`config.mk`:
```
export PLATFORM = sky130hd
export DESIGN_NAME = rotor_reverse
export DESIGN_NICKNAME = d
export VERILOG_FILES = /design/src/rtl/enigma_pkg.sv /design/src/rtl/rotor_inv_lut.sv /design/src/rtl/rotor_reverse.sv
export SDC_FILE = /design/constraint.sdc
export NUM_CORES = 1
export LEC_CHECK = 0
export ABC_AREA = 1
export ABC_CLOCK_PERIOD_IN_PS = 4500
export CORE_ASPECT_RATIO = 1.5
export CORE_MARGIN = 4
export CORE_UTILIZATION = 55
export DETAILED_ROUTE_END_ITERATION = 6
export GPL_ROUTABILITY_DRIVEN = 1
export GPL_TIMING_DRIVEN = 0
export HOLD_SLACK_MARGIN = 0.02
export PLACE_DENSITY = 0.77
export SLEW_MARGIN = 20
export SYNTH_ARGS = -nofsm -noshare
export SYNTH_HDL_FRONTEND = slang
export SYNTH_SLANG_ARGS = --single-unit
```
`constraint.sdc`:
```
create_clock -name clk -period 4.5 [get_ports clk]
set_input_delay 0.45 -clock clk [delete_from_list [all_inputs] [get_ports clk]]
set_output_delay 0.45 -clock clk [all_outputs]
set_load 0.005 [all_outputs]
```
`src/rtl/enigma_pkg.sv`:
```
// enigma_pkg: constants, types and helpers shared by the Enigma rotor stages.
//   ALPHA          - alphabet size (letters 0..25)
//   INVALID_LETTER - code emitted for an out-of-range input letter
//   letter_t       - 5-bit letter code
//   ROTOR_I        - forward wiring of Rotor I (EKMFLGDQVZNTOWYHXUSPAIBRCJ)
//   ROTOR_I_INV    - inverse of ROTOR_I, used on the reflector-to-keyboard path
//   mod26_add      - (a + b - c) mod 26 without any unsigned subtraction
package enigma_pkg;

    localparam int ALPHA          = 26;
    localparam int INVALID_LETTER = 31;

    typedef logic [4:0] letter_t;

    localparam letter_t ROTOR_I [ALPHA] = '{
        5'd4,  5'd10, 5'd12, 5'd5,  5'd11, 5'd6,  5'd3,  5'd16, 5'd21,
        5'd25, 5'd13, 5'd19, 5'd14, 5'd22, 5'd24, 5'd7,  5'd23, 5'd20,
        5'd18, 5'd15, 5'd0,  5'd8,  5'd1,  5'd17, 5'd2,  5'd9
    };

    localparam letter_t ROTOR_I_INV [ALPHA] = '{
        5'd20, 5'd22, 5'd24, 5'd6,  5'd0,  5'd3,  5'd5,  5'd15, 5'd21,
        5'd25, 5'd1,  5'd4,  5'd2,  5'd10, 5'd12, 5'd19, 5'd7,  5'd23,
        5'd18, 5'd11, 5'd17, 5'd8,  5'd13, 5'd16, 5'd14, 5'd9
    };

    // (a + b - c) mod 26 for a, b, c in 0..25.
    // Subtraction is folded in as + (26 - c), so the 7-bit sum stays in
    // 1..76 and two conditional subtractions of 26 bring it into 0..25.
    function automatic letter_t mod26_add(input letter_t a, input letter_t b,
                                          input letter_t c);
        logic [6:0] s;
        s = {2'b00, a} + {2'b00, b} + (7'd26 - {2'b00, c});
        if (s >= 7'd26) s = s - 7'd26;
        if (s >= 7'd26) s = s - 7'd26;
        return s[4:0];
    endfunction

endpackage

```
`src/rtl/rotor_inv_lut.sv`:
```
// rotor_inv_lut: combinational inverse Rotor I wiring lookup.
//   letter  in   5  wiring contact index (0..25)
//   mapped  out  5  inverse-wired contact, or 31 for an index >= 26
module rotor_inv_lut (
    input  logic [4:0] letter,
    output logic [4:0] mapped
);
    import enigma_pkg::*;

    always_comb begin
        mapped = letter_t'(INVALID_LETTER);
        for (int i = 0; i < ALPHA; i++) begin
            if (letter == letter_t'(i)) mapped = ROTOR_I_INV[i];
        end
    end

endmodule

```
`src/rtl/rotor_reverse.sv`:
```
// rotor_reverse: return-path (reflector-to-keyboard) stage for one Rotor I.
// Owns the rotor position counter and turnover carry, and runs letters
// through the inverse wiring in a 2-stage valid/ready pipeline.
//   clk, rst_n           clock, asynchronous active-low reset
//   pos_load, pos_init   load position (values >= 26 load 0)
//   ring_set             ring setting, sampled per letter at accept
//   step_in              advance position by one (load has priority)
//   carry_out            1-cycle pulse after a step taken from NOTCH
//   position             current rotor position
//   in_valid/in_ready/in_letter     letter from the reflector side
//   out_valid/out_ready/out_letter  letter toward the keyboard side
module rotor_reverse #(
    parameter int NOTCH = 16,
    parameter int ALPHA = 26
) (
    input  logic       clk,
    input  logic       rst_n,
    input  logic       pos_load,
    input  logic [4:0] pos_init,
    input  logic [4:0] ring_set,
    input  logic       step_in,
    output logic       carry_out,
    output logic [4:0] position,
    input  logic       in_valid,
    output logic       in_ready,
    input  logic [4:0] in_letter,
    output logic       out_valid,
    input  logic       out_ready,
    output logic [4:0] out_letter
);
    import enigma_pkg::*;

    localparam letter_t ALPHA_L = letter_t'(ALPHA);
    localparam letter_t LAST_L  = letter_t'(ALPHA - 1);
    localparam letter_t NOTCH_L = letter_t'(NOTCH);

    // ---------------------------------------------------------------
    // Position counter and turnover carry
    // ---------------------------------------------------------------
    always_ff @(posedge clk or negedge rst_n) begin
        if (!rst_n) begin
            position  <= '0;
            carry_out <= 1'b0;
        end else if (pos_load) begin
            // Load wins over a simultaneous step and never carries.
            position  <= (pos_init >= ALPHA_L) ? '0 : pos_init;
            carry_out <= 1'b0;
        end else if (step_in) begin
            position  <= (position == LAST_L) ? '0 : position + 5'd1;
            carry_out <= (position == NOTCH_L);
        end else begin
            carry_out <= 1'b0;
        end
    end

    // ---------------------------------------------------------------
    // Handshake
    // ---------------------------------------------------------------
    logic    s1_valid;
    letter_t s1_a;      // contact index entering the wiring
    letter_t s1_d;      // offset added back on the way out: (r - p) mod 26
    logic    s1_inv;    // input letter was out of range
    logic    s2_adv;
    logic    accept;

    always_comb begin
        s2_adv   = !out_valid || out_ready;
        in_ready = !s1_valid || s2_adv;
        accept   = in_valid && in_ready;
    end

    // ---------------------------------------------------------------
    // Stage 1: offset the incoming letter by position and ring.
    // position/ring_set are the register/input values of the accept
    // cycle, so a step on that same edge does not affect this letter.
    // ---------------------------------------------------------------
    always_ff @(posedge clk or negedge rst_n) begin
        if (!rst_n) begin
            s1_valid <= 1'b0;
            s1_a     <= '0;
            s1_d     <= '0;
            s1_inv   <= 1'b0;
        end else if (in_ready) begin
            s1_valid <= in_valid;
            if (accept) begin
                s1_a   <= mod26_add(in_letter, position, ring_set);
                s1_d   <= mod26_add(ring_set, '0, position);
                s1_inv <= (in_letter >= ALPHA_L);
            end
        end
    end

    // ---------------------------------------------------------------
    // Stage 2: inverse wiring, then undo the offset
    // ---------------------------------------------------------------
    letter_t wired;

    rotor_inv_lut u_lut (
        .letter (s1_a),
        .mapped (wired)
    );

    always_ff @(posedge clk or negedge rst_n) begin
        if (!rst_n) begin
            out_valid  <= 1'b0;
            out_letter <= '0;
        end else if (s2_adv) begin
            out_valid <= s1_valid;
            if (s1_valid) begin
                out_letter <= s1_inv ? letter_t'(INVALID_LETTER)
                                     : mod26_add(wired, s1_d, '0);
            end
        end
    end

endmodule

```
# == Word-level counts from Yosys, hierarchy flattened ==
# Index checks and enable logic that the tools add are counted.
# W data, S select, Z words.
# classes
add_sub_neg,14
n_lt_le_gt_ge,8
eq_ne,27
muxes,45
reduce_logical,9
# op_table
operator,n
$mux W5,31
$mux W7,9
$eq A5 B5 Y1 const B,12
$ge A7 B5 Y1 const B,6
$eq A5 B4 Y1 const B,8
$sub A7 B5 Y7 const B,3
$eq A5 B3 Y1 const B,4
$sub A5 B5 Y5 const B,3
$add A5 B5 Y6,2
$mux W4,3
$sub A5 B5 Y6 const A,2
$eq A5 B2 Y1 const B,2
$ge A5 B5 Y1 const B,2
$add A6 B5 Y7 const B,1
$add A6 B6 Y7,1
$add A6 B7 Y7,1
$add A5 B1 Y5 const B,1
$eq A5 B1 Y1 const B,1
$logic_not A5 Y1,1
$reduce_and A2 Y1,2
$logic_not A1 Y1,2
$logic_or A1 B1 Y1,2
$mux W1,2
$reduce_bool A2 Y1,1
$logic_and A1 B1 Y1,1
# word_totals
register_bits,24
inputBits,21
output_inout_bits,13
word_cells,111

# == Logic depth before layout (Yosys ltp) ==
# logic_depth
word_depth,36
ltp_mapped,32
depth_no_buf,32

# == Cells and area by module ==
# A second synthesis with hierarchy kept.
# unflattened
hier_cells,554
hier_area_um2,3477.1
# modules_own_cells
mod,instances,cells_per_inst,area_per_inst_um2
rotor_reverse,1,467,3094.2
rotor_inv_lut,1,87,382.9

# == Worst setup path before layout ==
# No wires, ideal clock.
# synth_path
path_type,reg-to-reg
from,register s1_a[4]
to,register out_letter[3]
arrival_ns,3.830
t_required_ns,4.381
setup_slack_ns,0.551
stages_incl_launch_ff,27
n_path_buf,1
period_less_slack_ns,3.949
path_cell_list,dfrtp_1 -> clkbuf_1 -> clkinv_1 -> nand2_1 -> nor2_1 -> a211o_1 -> a21oi_1 -> nand3b_1 -> ha_1 -> inv_1 -> ha_1 -> fa_1 -> inv_1 -> ha_1 -> inv_1 -> nand2_2 -> nand3_4 -> nand2_1 -> nand2_1 -> inv_1 -> ha_1 -> nand2_1 -> nand2_2 -> nand2_2 -> nand2_1 -> a21oi_1 -> nor2_1
# synth_via
elab_chain_cells,36
elab_cells_between_ends,63
# synth_rtl
element,line,rtl
from (decl),rotor_reverse.sv:60,letter_t s1_a;
from (signal assigned),rotor_reverse.sv:86,"s1_a <= mod26_add(in_letter, position, ring_set);"
$logic_not A5 Y1,rotor_inv_lut.sv:13,if (letter == letter_t'(i)) mapped = ROTOR_I_INV[i];
$mux W4 (3 in series),rotor_inv_lut.sv:13,
$mux W5 (22 in series),rotor_inv_lut.sv:13,
$mux W5 *,rotor_inv_lut.sv:13,
$add A5 B5 Y6 *,enigma_pkg.sv:33,"s = {2'b00, a} + {2'b00, b} + (7'd26 - {2'b00, c});"
$add A6 B5 Y7 *,enigma_pkg.sv:33,
$sub A7 B5 Y7 / $ge A7 B5 Y1 (equally long branches),enigma_pkg.sv:34,if (s >= 7'd26) s = s - 7'd26;
$mux W7 *,enigma_pkg.sv:34,
$mux W7 *,rotor_reverse.sv:109,if (s1_valid) begin
$mux W7 *,rotor_reverse.sv:107,end else if (s2_adv) begin
$ge A7 B5 Y1 / $sub A5 B5 Y5 (equally long branches),enigma_pkg.sv:35,if (s >= 7'd26) s = s - 7'd26;
$mux W5 *,enigma_pkg.sv:35,
$mux W5 *,rotor_reverse.sv:110,out_letter <= s1_inv ? letter_t'(INVALID_LETTER)
to (signal assigned),rotor_reverse.sv:110,
to (decl),rotor_reverse.sv:29,output logic [4:0] out_letter
# Mark *: on every way between the ends. The rest lies on a longest branch, timed or not. The select of a mux whose other input is x is not followed.
# A chain may end at the register's enable or synchronous reset.

# == Worst setup path in the final report ==
# layout_path
from,register s1_a[1]
to,register out_letter[3]
# Same word-level chain as after synthesis.

==> results.md <==
Status:
- The run finished with clean final reports.

Setup path:
- In this design, the critical path's most frequently occurring cell is sky130_fd_sc_hd__inv_1.
- The startpoint of the most critical register-to-register path is s1_a[1].
- The worst register-to-register path ends at out_letter[3].
- The cell family with the largest share of critical-path delay is adder cells.
- The kind of start point of the critical path is a flop.
- The largest individual stage delay along the critical path comes from the cell sky130_fd_sc_hd__fa_1.
- The type of destination of the critical path is a flop.
- The peak fanout along the critical path is 9.
- The critical path is of the reg -> reg type.
- The total buffers and inverters traversed by the critical path is 6.
- Data on the critical path arrives at its endpoint at approximately 4.3 ns.
- The required arrival time at the worst endpoint is approximately 4.7 ns.
- The startpoint of the worst setup timing path is s1_a[1].
- The register-to-register setup slack is between 0.3 and 0.4 ns.
- The worst stage delay on the critical path is approximately 0.50 ns.
- The logic depth of the worst register-to-register path is 27.

Place:
- The detailed-placement wirelength estimate is 6674 um.
- The placement-stage cell area is 0.003855 mm2.
- Routability-driven placement finished with a final weighted congestion of around 0.95.
- The count of buffers added on input and output ports is 32.

Routing:
- For this block, the initial DRC count from the detailed router was about 120.
- The remaining number of nets flagged by the antenna check after routing is 0.
- The first detailed-routing pass ran for 4 iterations.
- The vias after detailed routing is roughly 3,300.
- In the routed layout, each cell is associated on average with a via count of about 5.3.
- The aggregate routed wire length is a little under 8000 um.
- The wire length per cell is roughly 12 um.
- The total DRC errors in the routed layout is 0.

Clock network:
- The count of H-tree levels built during CTS is 1.
- The master cell of the clock root buffer is sky130_fd_sc_hd__clkbuf_8.
- TritonCTS created 3 clock buffers.
- Counting every sink on the clock net gives 24.
- In this run, post-CTS hold repair placed 0 buffers.
- The clock insertion delay at the later pin of the skew report is 0.27 ns.
- The maximum clock insertion buffer count is 2.
- Clock-pin slew was measured on the worst setup and hold paths at 0.08 ns.
- The TritonCTS clock tree is done.

Layout:
- Counting the fill cells in the layout gives between 500 and 600.
- The share of post-route cells with drive strength above 1 is a little under an eighth.
- With fillers left out, the area of the finished cells amounts to between 0.003 and 0.004 mm2.
- The net count of the finished layout is 621.
- The area growth from synthesis to layout is 14.79%.
- 0 antenna diodes ended up in the layout.

Yosys:
- The number of nets handed over by synthesis was 583.
- The number of warnings reported in the yosys synthesis log is 0.
- Of all cell types, the one taking the most synthesized area is sky130_fd_sc_hd__dfrtp_1.
- The number of instances in the synthesized netlist is between 500 and 600.
- The number of different library cells in the post-synthesis netlist is between 40 and 50.
- The most used flip-flop cell after synthesis is sky130_fd_sc_hd__dfrtp_1.
- The share of flip-flops with an asynchronous set or reset after synthesis is between 90% and 100%.
- The most frequent cell after synthesis is sky130_fd_sc_hd__nand2_1.
- The cell area after synthesis is around 0.0034 mm2.
- The post-synthesis register bit count is 24.
- Sequential cells were found to cover about 17% of the synthesized design area.
- Averaged over all synthesized cells, the footprint is between 6 and 7 um2.
- The number of flops mapped to enable cells by yosys is 0.
- Counting instances in the post-synthesis netlist gives the leading cell types as 111 x sky130_fd_sc_hd__nand2_1, 106 x sky130_fd_sc_hd__inv_1, 49 x sky130_fd_sc_hd__nand3_1, 35 x sky130_fd_sc_hd__nor2_1, 32 x sky130_fd_sc_hd__ha_1.
- Summed over its instances, the top area cell type makes up ~17% of the synthesized netlist area.
- By area the synthesized netlist is led by sky130_fd_sc_hd__dfrtp_1 17%, sky130_fd_sc_hd__nand2_1 12%, sky130_fd_sc_hd__ha_1 12%.

Floorplanning:
- The number of cell rows is 35.
- In this run the count of I/O pins placed on the die edge is 34.
- The initial core utilization is 56.14%.
- The floorplan step set the die height to approximately 100 um.
- The total area inside the core boundary comes to 0.006131 mm2.
- The width of the die is between 70 and 80 um.
- The floorplan step defined a die boundary enclosing about 0.0076 mm2.

Hold path:
- The path type of the worst min-delay path is in -> async.

STA:
- The part of the cycle the worst path needs is ~90%.
- The max-slew violation count was 0.
- For this run, the top clock speed supported by timing is 241.7 MHz.
- The final setup violation count is 0.
- Clock skew on the completed layout was measured at between 0.003 and 0.004 ns.
- The worst path needs between 4 and 5 ns of the cycle, external delays included.
- Measured against its own limit, the worst slew margin works out to between 60% and 70%.
- Setup repair after global routing left no endpoint under its margin.
- The final number of hold-violating endpoints is 0.
- The actual transition at the worst max-transition pin is ~0.59 ns.

GRT:
- The first global-routing pass estimated around 14,000 um of wire.
- The overall routing resource usage is 21.75%.
- The number of global-route vias before repair was between 3,000 and 4,000.
- The number of antenna violations at the first check in global routing is 0.
- The total grt overflow is 0.
- Entering global routing, the biggest net connects 25 pins.

Run:
- The total of max-cap violations is 0.
==> worst max-delay path by stage <==
stage | slack (ns) | cells past startpoint | to
after floorplan | 0.55 | 26 | out_letter[3]
after global placement | -0.09 | 26 | out_letter[3]
after detailed placement | -0.16 | 26 | out_letter[3]
after CTS | 0.05 | 27 | out_letter[3]
after global routing | 0.006 | 28 | out_letter[3]
final | 0.36 | 27 | out_letter[3]
==> flip-flops by register name, summed over array words and instances (netlist names) <==
name	count
s1_a	5
out_letter	5
s1_d	5
s1_inv	1
s1_valid	1
position	5
carry_out	1
out_valid	1
==> metal layers <==
layer	GRT usage, %	share of wire, %	vias up
met5	0	0	-
met4	6.860	2.4	0
met3	2.310	2.7	17
met2	43.22	56	57
met1	22.47	39	1523
li1	-	-	1739
==> logic make-up (layout without fill, tap and decap cells) <==
logic type               count (synthesis)  in the layout  share of synthesized area (%)
adder cells (fa/ha/maj)                 40             40                          16.28
AO/OA/AOI/OAI                           73             73                          13.09
XOR/XNOR                                18             18                          4.798
AND/OR/NAND/NOR                        249            249                          35.22
flip-flops                              24             24                          17.45
buffers and inverters                  118            155                          13.16
==> worst register-to-register path: stages, from the launching register on <==
cell	delay (ns)
sky130_fd_sc_hd__dfrtp_2	0.43
sky130_fd_sc_hd__inv_2	0.09
sky130_fd_sc_hd__nor2_1	0.08
sky130_fd_sc_hd__inv_1	0.13
sky130_fd_sc_hd__nor2_1	0.09
sky130_fd_sc_hd__a211o_1	0.29
sky130_fd_sc_hd__a21oi_2	0.13
sky130_fd_sc_hd__nand3b_1	0.11
sky130_fd_sc_hd__ha_1	0.29
sky130_fd_sc_hd__inv_1	0.04
sky130_fd_sc_hd__ha_1	0.23
sky130_fd_sc_hd__fa_1	0.50
sky130_fd_sc_hd__inv_1	0.13
sky130_fd_sc_hd__ha_1	0.16
sky130_fd_sc_hd__inv_1	0.04
sky130_fd_sc_hd__nor2_1	0.12
sky130_fd_sc_hd__nand2_2	0.09
sky130_fd_sc_hd__nand3_4	0.13
sky130_fd_sc_hd__nand2_1	0.06
sky130_fd_sc_hd__nand2_1	0.10
sky130_fd_sc_hd__inv_1	0.08
sky130_fd_sc_hd__ha_1	0.21
sky130_fd_sc_hd__nand2_1	0.08
sky130_fd_sc_hd__nand2_2	0.08
sky130_fd_sc_hd__nand2_2	0.09
sky130_fd_sc_hd__nand2_1	0.05
sky130_fd_sc_hd__a21oi_1	0.16
sky130_fd_sc_hd__nor2_1	0.06
==> repair_timing <==
item	4_1_cts	5_1_grt
hold endpoints to repair	0	0
endpoints found under the setup margin	4	4
setup buffers	0	3
gates resized for setup	1	10
pin swaps	0	0
==> through the flow <==
step	setup TNS (ns)	instances	setup WS [ns]	hold slack (ns)	utilization, %
floorplan	0	522	0.5508	0.1544	-
global placement	-0.1032	628	-0.09061	0.4649	62.88
detailed placement	-0.3071	628	-0.1615	0.4724	62.88
CTS	0	631	0.04747	0.4937	63.73
global route	0	633	0.006205	0.1925	64.45
finish	0	633	0.3626	0.1447	64.45
==> area by class of cell <==
class                      instances  area [um2]  area share (%)
buffer                             4       25.02          0.6333
clock buffer                       4       55.05           1.393
inverter                         112       421.7           10.67
multi-input combinational        380        2414           61.08
sequential                        24       605.6           15.33
tap                               74       92.59           2.343
timing repair buffer              35       337.8           8.550
==> cells in the final DEF, fill, tap and decap left out, types with 2 or more instances in the layout <==
| cell | synthesis | routed |
|---|---|---|
| sky130_fd_sc_hd__a211oi_2 | 0 | 2 |
| sky130_fd_sc_hd__a21oi_1 | 15 | 13 |
| sky130_fd_sc_hd__a21oi_2 | 2 | 4 |
| sky130_fd_sc_hd__a31oi_1 | 3 | 3 |
| sky130_fd_sc_hd__buf_4 | 0 | 3 |
| sky130_fd_sc_hd__clkbuf_1 | 5 | 3 |
| sky130_fd_sc_hd__clkbuf_8 | 1 | 5 |
| sky130_fd_sc_hd__clkdlybuf4s50_1 | 0 | 31 |
| sky130_fd_sc_hd__dfrtp_1 | 24 | 20 |
| sky130_fd_sc_hd__dfrtp_2 | 0 | 4 |
| sky130_fd_sc_hd__fa_1 | 8 | 8 |
| sky130_fd_sc_hd__ha_1 | 32 | 32 |
| sky130_fd_sc_hd__inv_1 | 106 | 105 |
| sky130_fd_sc_hd__inv_2 | 4 | 5 |
| sky130_fd_sc_hd__nand2_1 | 111 | 111 |
| sky130_fd_sc_hd__nand2_2 | 18 | 18 |
| sky130_fd_sc_hd__nand2_4 | 5 | 5 |
| sky130_fd_sc_hd__nand3_1 | 49 | 49 |
| sky130_fd_sc_hd__nand3b_1 | 5 | 5 |
| sky130_fd_sc_hd__nand4_1 | 9 | 9 |
| sky130_fd_sc_hd__nor2_1 | 35 | 35 |
| sky130_fd_sc_hd__nor2_2 | 4 | 4 |
| sky130_fd_sc_hd__nor3_1 | 7 | 7 |
| sky130_fd_sc_hd__o211ai_1 | 6 | 6 |
| sky130_fd_sc_hd__o21ai_0 | 23 | 23 |
| sky130_fd_sc_hd__o21ai_1 | 6 | 6 |
| sky130_fd_sc_hd__o21ai_2 | 4 | 4 |
| sky130_fd_sc_hd__o311ai_0 | 3 | 3 |
| sky130_fd_sc_hd__xnor2_1 | 5 | 5 |
| sky130_fd_sc_hd__xor2_1 | 12 | 11 |
| sky130_fd_sc_hd__xor2_2 | 1 | 2 |
Power is not shown: default switching activity piles up to over one toggle a cycle in this logic, so the estimate is an artifact.
